File: config.mk
export PLATFORM = sky130hd
export DESIGN_NAME = unconfig_int_add_op32_dp32_flat
export DESIGN_NICKNAME = d
export VERILOG_FILES = /design/src/rtl/unconfig_int_add_op32_dp32_if.sv /design/src/rtl/unconfig_int_add_op32_dp32.sv /design/src/flat_wrapper.sv
export SDC_FILE = /design/constraint.sdc
export NUM_CORES = 1
export LEC_CHECK = 0
export CORE_UTILIZATION = 30
export DETAILED_ROUTE_END_ITERATION = 16
export PLACE_DENSITY = 0.66
export RECOVER_POWER = 50
export SYNTH_ARGS = -nofsm -noshare
export SYNTH_HDL_FRONTEND = slang
export SYNTH_SLANG_ARGS = --single-unit
export TNS_END_PERCENT = 30
File: constraint.sdc
create_clock -name clk -period 18.9 [get_ports clk]
set_clock_uncertainty 0.05 [all_clocks]
set_input_delay 2.835 -clock clk [delete_from_list [all_inputs] [get_ports clk]]
set_output_delay 2.835 -clock clk [all_outputs]
set_load 0.01 [all_outputs]
File: src/rtl/unconfig_int_add_op32_dp32_if.sv
// Operand/result bundle for the exact pipelined integer adder.
// The master drives the operands; the slave returns the registered sum.
interface unconfig_int_add_op32_dp32_if #(
    parameter int DATA_PATH_BITWIDTH = 32
);
    logic [DATA_PATH_BITWIDTH-1:0] a;
    logic [DATA_PATH_BITWIDTH-1:0] b;
    logic [DATA_PATH_BITWIDTH-1:0] c;

    modport master (
        output a,
        output b,
        input  c
    );

    modport slave (
        input  a,
        input  b,
        output c
    );
endinterface

File: src/rtl/unconfig_int_add_op32_dp32.sv
// Exact two-stage pipelined ripple-carry adder, wrap-around sum.
// Reference datapath for the approximate adder family.
module unconfig_int_add_op32_dp32 #(
    parameter int OP_BITWIDTH        = 32,
    parameter int DATA_PATH_BITWIDTH = 32
) (
    input logic                          clk,
    input logic                          rst,
    unconfig_int_add_op32_dp32_if.slave  bus
);
    logic [OP_BITWIDTH-1:0]        op_a;
    logic [OP_BITWIDTH-1:0]        op_b;
    logic [OP_BITWIDTH-1:0]        sum;
    logic [OP_BITWIDTH-1:0]        carry;
    logic [DATA_PATH_BITWIDTH-1:0] c_q;

    assign carry[0] = 1'b0;

    // The carry out of the top cell is dropped, so it is never built.
    for (genvar i = 0; i < OP_BITWIDTH; i++) begin : g_fa
        assign sum[i] = op_a[i] ^ op_b[i] ^ carry[i];
        if (i < OP_BITWIDTH - 1) begin : g_co
            assign carry[i+1] = (op_a[i] & op_b[i])
                              | (carry[i] & (op_a[i] ^ op_b[i]));
        end
    end

    always_ff @(posedge clk or posedge rst) begin
        if (rst) begin
            op_a <= '0;
            op_b <= '0;
            c_q  <= '0;
        end else begin
            op_a <= bus.a[OP_BITWIDTH-1:0];
            op_b <= bus.b[OP_BITWIDTH-1:0];
            c_q  <= DATA_PATH_BITWIDTH'(signed'(sum));
        end
    end

    assign bus.c = c_q;
endmodule

File: src/flat_wrapper.sv
// flat-port wrapper written by rule: the top's interface ports become plain ports
module unconfig_int_add_op32_dp32_flat 
#(
    parameter int OP_BITWIDTH        = 32,
    parameter int DATA_PATH_BITWIDTH = 32
)
  (clk, rst, bus_a, bus_b, bus_c);
  unconfig_int_add_op32_dp32_if #(.DATA_PATH_BITWIDTH(DATA_PATH_BITWIDTH)) bus_i ();
  input logic clk;
  input logic rst;
  input wire logic [$bits(bus_i.a)-1:0] bus_a;
  input wire logic [$bits(bus_i.b)-1:0] bus_b;
  output wire logic [$bits(bus_i.c)-1:0] bus_c;
  assign bus_i.a = bus_a;
  assign bus_i.b = bus_b;
  assign bus_c = bus_i.c;
  unconfig_int_add_op32_dp32 #(.OP_BITWIDTH(OP_BITWIDTH), .DATA_PATH_BITWIDTH(DATA_PATH_BITWIDTH)) u_core (.clk(clk), .rst(rst), .bus(bus_i));
endmodule
======== Word level (Yosys, flattened, before mapping) ========
Index checks and enable logic that the tools add are counted.
operators by class
  bitwise logic cells ..................... 154
operators with widths
  kind           count
  $xor A1 B1 Y1  63
  $and A1 B1 Y1  61
  $or A1 B1 Y1   30
storage, ports and cells
  output and inout port bits .............. 32
  bits of input ports ..................... 66
  bits in registers ....................... 96

======== Longest topological paths before layout ========
  depth in word-level cells ............... 62
  gate-level depth with buffers ........... 34
  mapped depth without buffers ............ 34

======== Worst setup path before layout ========
No wires, ideal clock.
  kind .................................... register to register
  start point ............................. reg u_core.op_b[0]
  end point ............................... reg u_core.c_q[31], in the netlist u_core.bus.c[31]
  path buffers ............................ 0
  setup slack ............................. 4647 ps
  cell stages (with the launch flop) ...... 35
  period minus slack after synthesis ...... 14253 ps
  data required time ...................... 18715 ps
  library setup time ...................... 135 ps
  arrival ................................. 14068 ps
  cells stage by stage .................... dfrtp_1 ha_1 fa_1 fa_1 fa_1 fa_1 fa_1 fa_1 fa_1 fa_1 fa_1 fa_1 fa_1 fa_1 fa_1 fa_1 fa_1 inv_1 fa_1 inv_1 fa_1 fa_1 fa_1 fa_1 fa_1 fa_1 fa_1 fa_1 fa_1 fa_1 fa_1 fa_1 fa_1 fa_1 xor3_1
on the way
  longest elaborated chain between the ends .. 62
ends and longest elaborated chain
  item                      line                              text
  from (decl)               unconfig_int_add_op32_dp32.sv:12  logic [OP_BITWIDTH-1:0] op_b;
  from (signal assigned)    unconfig_int_add_op32_dp32.sv:35  op_b <= bus.b[OP_BITWIDTH-1:0];
  $and A1 B1 Y1             unconfig_int_add_op32_dp32.sv:23  assign carry[i+1] = (op_a[i] & op_b[i])
  $and A1 B1 Y1             unconfig_int_add_op32_dp32.sv:24  | (carry[i] & (op_a[i] ^ op_b[i]));
  $or A1 B1 Y1              unconfig_int_add_op32_dp32.sv:24
  $and A1 B1 Y1             unconfig_int_add_op32_dp32.sv:24
  $or A1 B1 Y1              unconfig_int_add_op32_dp32.sv:24
  $and A1 B1 Y1             unconfig_int_add_op32_dp32.sv:24
  $or A1 B1 Y1              unconfig_int_add_op32_dp32.sv:24
  $and A1 B1 Y1             unconfig_int_add_op32_dp32.sv:24
  (+47 left out)            -
  $and A1 B1 Y1             unconfig_int_add_op32_dp32.sv:24
  $or A1 B1 Y1              unconfig_int_add_op32_dp32.sv:24
  $and A1 B1 Y1             unconfig_int_add_op32_dp32.sv:24
  $or A1 B1 Y1              unconfig_int_add_op32_dp32.sv:24
  $and A1 B1 Y1             unconfig_int_add_op32_dp32.sv:24
  $or A1 B1 Y1              unconfig_int_add_op32_dp32.sv:24
  $xor A1 B1 Y1             unconfig_int_add_op32_dp32.sv:21  assign sum[i] = op_a[i] ^ op_b[i] ^ carry[i];
  named net u_core.sum[31]  unconfig_int_add_op32_dp32.sv:13  logic [OP_BITWIDTH-1:0] sum;
  to (signal assigned)      unconfig_int_add_op32_dp32.sv:36  c_q <= DATA_PATH_BITWIDTH'(signed'(sum));
  to (decl)                 unconfig_int_add_op32_dp32.sv:15  logic [DATA_PATH_BITWIDTH-1:0] c_q;
The timed path passes the listed nets, and every way through them passes these cells.

======== Final worst setup path ========
Ends and elaborated chain as after synthesis.

==> metrics.md <==
| Metric | Value |
|---|---|
| Status | `finished, violations left` |
| Failing checks | `capacitance limit, slew limit` |
| GRT Util Overall | `0.103` |
| Final worst-path cycle share | `0.777` |
| Chip Width | `103 um` |
| Layout cells sized above 1 | `0.0610` |
| Final Hold Viols | `0` |
| Post-placement cell area | `4200 um^2` |
| CP arrival | `14860 ps` |
| Root Buffer Master | `clkbuf_8` |
| CTS tree | `built` |
| Total congestion overflow | `0` |
| CP Max Fanout | `1` |
| DRT antenna net count | `0` |
| Total Wirelength | `4760 um` |
| Clk buf depth | `2` |
| Die Height | `103 um` |
| Largest net degree at the start of global routing | `97` |
| Clk Latency, worst-skew pair | `350 ps` |
| Hold Buf Count CTS | `0` |
| Placer Congestion | `around 0.70` |
| Final Setup Violations | `0` |
| Post-synth top cells | `dfrtp_1 (96), fa_1 (30), inv_1 (6)` |
| Final setup TNS | `0 ps` |
| Crit path time final | `between 10000 and 15000 ps` |
| Biggest cell delay along the critical path | `approximately 500 ps` |
| CORE AREA | `9820 um^2` |
| Fill cell count | `roughly 910` |
| Synth Flop Type | `dfrtp_1` |
| CTS resizes | `0` |
| Ranking of synthesized cells by area | `dfrtp_1 (78%), fa_1 (20%), xor3_1 (0.78%), inv_1 (0.74%), ha_1 (0.41%)` |
| Post-synth top area share | `0.785` |
| CTS Sinks | `96` |
| R2R Setup Slk | `between 4000 and 5000 ps` |
| Post-synthesis cell type count | `5` |
| Post-route cell area | `4390 um^2` |
| Clock-pin slew on the worst setup and hold paths | `80 ps` |
| Hold Path Class | `reg -> reg` |
| Async SR Flop Fraction | `1.00` |
| RSZ-0062 raised after global routing | `no` |
| DRT Pass-1 Iters | `3` |
| CP endpoint kind | `flop` |
| Most common cell in the netlist | `dfrtp_1` |
| EDFF count, synth | `0` |
| CP Launch Type | `flop` |
| Mean Syn Cell Area | `22.8 um^2` |
| Synthesized net count | `231` |
| Flops & latches, synth | `96` |
| DR WL/cell | `12.5 um` |
| MaxCap Viol Count | `1` |
| Ports | `98` |
| First-pass GRT wire length | `7780 um` |
| Setup Crit Path Kind | `reg -> reg` |
| Final net count | `339` |
| Vias per cell | `3.80` |
| Max IR drop VDD | `0.0000304 V` |
| Pwr per Cell Area | `96.8 nW/um^2` |
| Area of the die | `10600 um^2` |
| Rows | `36` |
| Final Slew Violations | `between 90 and 100` |
| Num CTS Buffers | `9` |
| Initial antenna violation count | `1` |
| Max-slew headroom | `-1.71` |
| Crit-path slowest cell | `fa_1` |
| Syn. warnings | `0` |
| Layout area overhead | `43.4%` |
| Number of global-route vias before repair | `1626` |
| DPL Wire Length | `3470 um` |
| Hold_ws | `428 ps` |
| Crit path top cell by count | `fa_1` |
| Post-Syn Instances | `134` |
| Iter 0 DRT Violations | `21` |
| H-Tree Depth | `3` |
| DR vias | `1444` |
| DRC | `0` |
| Worst-Margin Slew | `between 4000 and 5000 ps` |
| Register area share after synthesis | `0.785` |
| Synthesized area | `around 3100 um^2` |
| Fmax | `0.0681 GHz` |
| Initial core utilization | `0.312` |
| Port buffer count | `97` |
| Leak | `1.87 nW` |
| Critical Path RT | `19070 ps` |
| Post-CTS setup buffer count | `0` |
| Yosys top cell by area | `dfrtp_1` |
stage by stage:
| stage | power [W] | utilization | setup WS, ps | std cells |
|---|---|---|---|---|
| after floorplan | 0.000259 | - | 4650 | 134 |
| after global placement | 0.000305 | 0.428 | 4120 | 364 |
| after detailed placement | 0.000307 | 0.428 | 4040 | 364 |
| after CTS | 0.000438 | 0.447 | 4020 | 379 |
| after global routing | 0.000452 | 0.447 | 3560 | 380 |
| final | 0.000425 | 0.447 | 4210 | 380 |
report_power, final:
group	internal, W	switching [W]
Sequential	0.000226	0.00000689
Clock	0.0000605	0.0000662
Combinational	0.0000396	0.0000261
cell families (layout without fill, tap and decap cells):
kind of cell | Yosys count | after routing | share of synthesized area
XOR/XNOR | 1 | 1 | 0.00776
adder cells (fa/ha/maj) | 31 | 31 | 0.200
buffers and inverters | 6 | 118 | 0.00736
flip-flops | 96 | 96 | 0.785
other | 0 | 1 | 0
per-layer routing:
layer / routed length (um) / vias to the layer above / GRT usage / share of wire
li1: - / 618 / - / -
met1: 1750 / 756 / 0.120 / 0.37
met2: 2470 / 59 / 0.163 / 0.52
met3: 410 / 11 / 0.0427 / 0.086
met4: 127 / 0 / 0.0563 / 0.027
met5: 0 / - / 0 / 0
state kept, by name (all words and copies together), names as in the netlist:
register,cells
u_core.op_b,32
u_core.op_a,32
u_core.bus.c,32
cells in the final DEF (no fill, tap or decap):
master,count
clkinv_2,1
xor3_1,1
diode_2,1
clkdlybuf4s50_1,32
bufinv_16,1
clkinvlp_4,2
clkinvlp_2,1
clkbuf_8,9
clkbuf_1,1
dfrtp_1,96
fa_1,30
inv_1,5
clkinv_4,1
dlygate4sd3_1,65
ha_1,1
critical path, delay by kind of cell, from the launching register on:
family	cells	cell delay, ps
buffers and inverters	2	150
xor gates and xnor gates	1	190
DFF	1	370
adders and majority gates	31	13800
worst paths after layout:
check	start	end	cells after the start
setup reg to reg	u_core.op_b[0]	u_core.bus.c[31]	34
min in group asynchronous	rst	u_core.bus.c[9]	2
setup / recovery	u_core.op_b[0]	u_core.bus.c[31]	34
hold reg to reg	u_core.op_a[0]	u_core.bus.c[0]	1
max in group asynchronous	rst	u_core.bus.c[12]	2
hold / removal	u_core.op_a[0]	u_core.bus.c[0]	1
cell type report:
type                            instances  area (um^2)  share of cell area
Sequential cell                        96         2400               0.547
Timing Repair Buffer                   97          971               0.221
Multi-Input combinational cell         32          637               0.145
Tap cell                              133          166              0.0379
Clock buffer                           10          128              0.0291
Clock inverter                          5         58.8              0.0134
Inverter                                6         23.8             0.00542
Antenna cell                            1         2.50            0.000570
(Power assumes the default switching activity.)
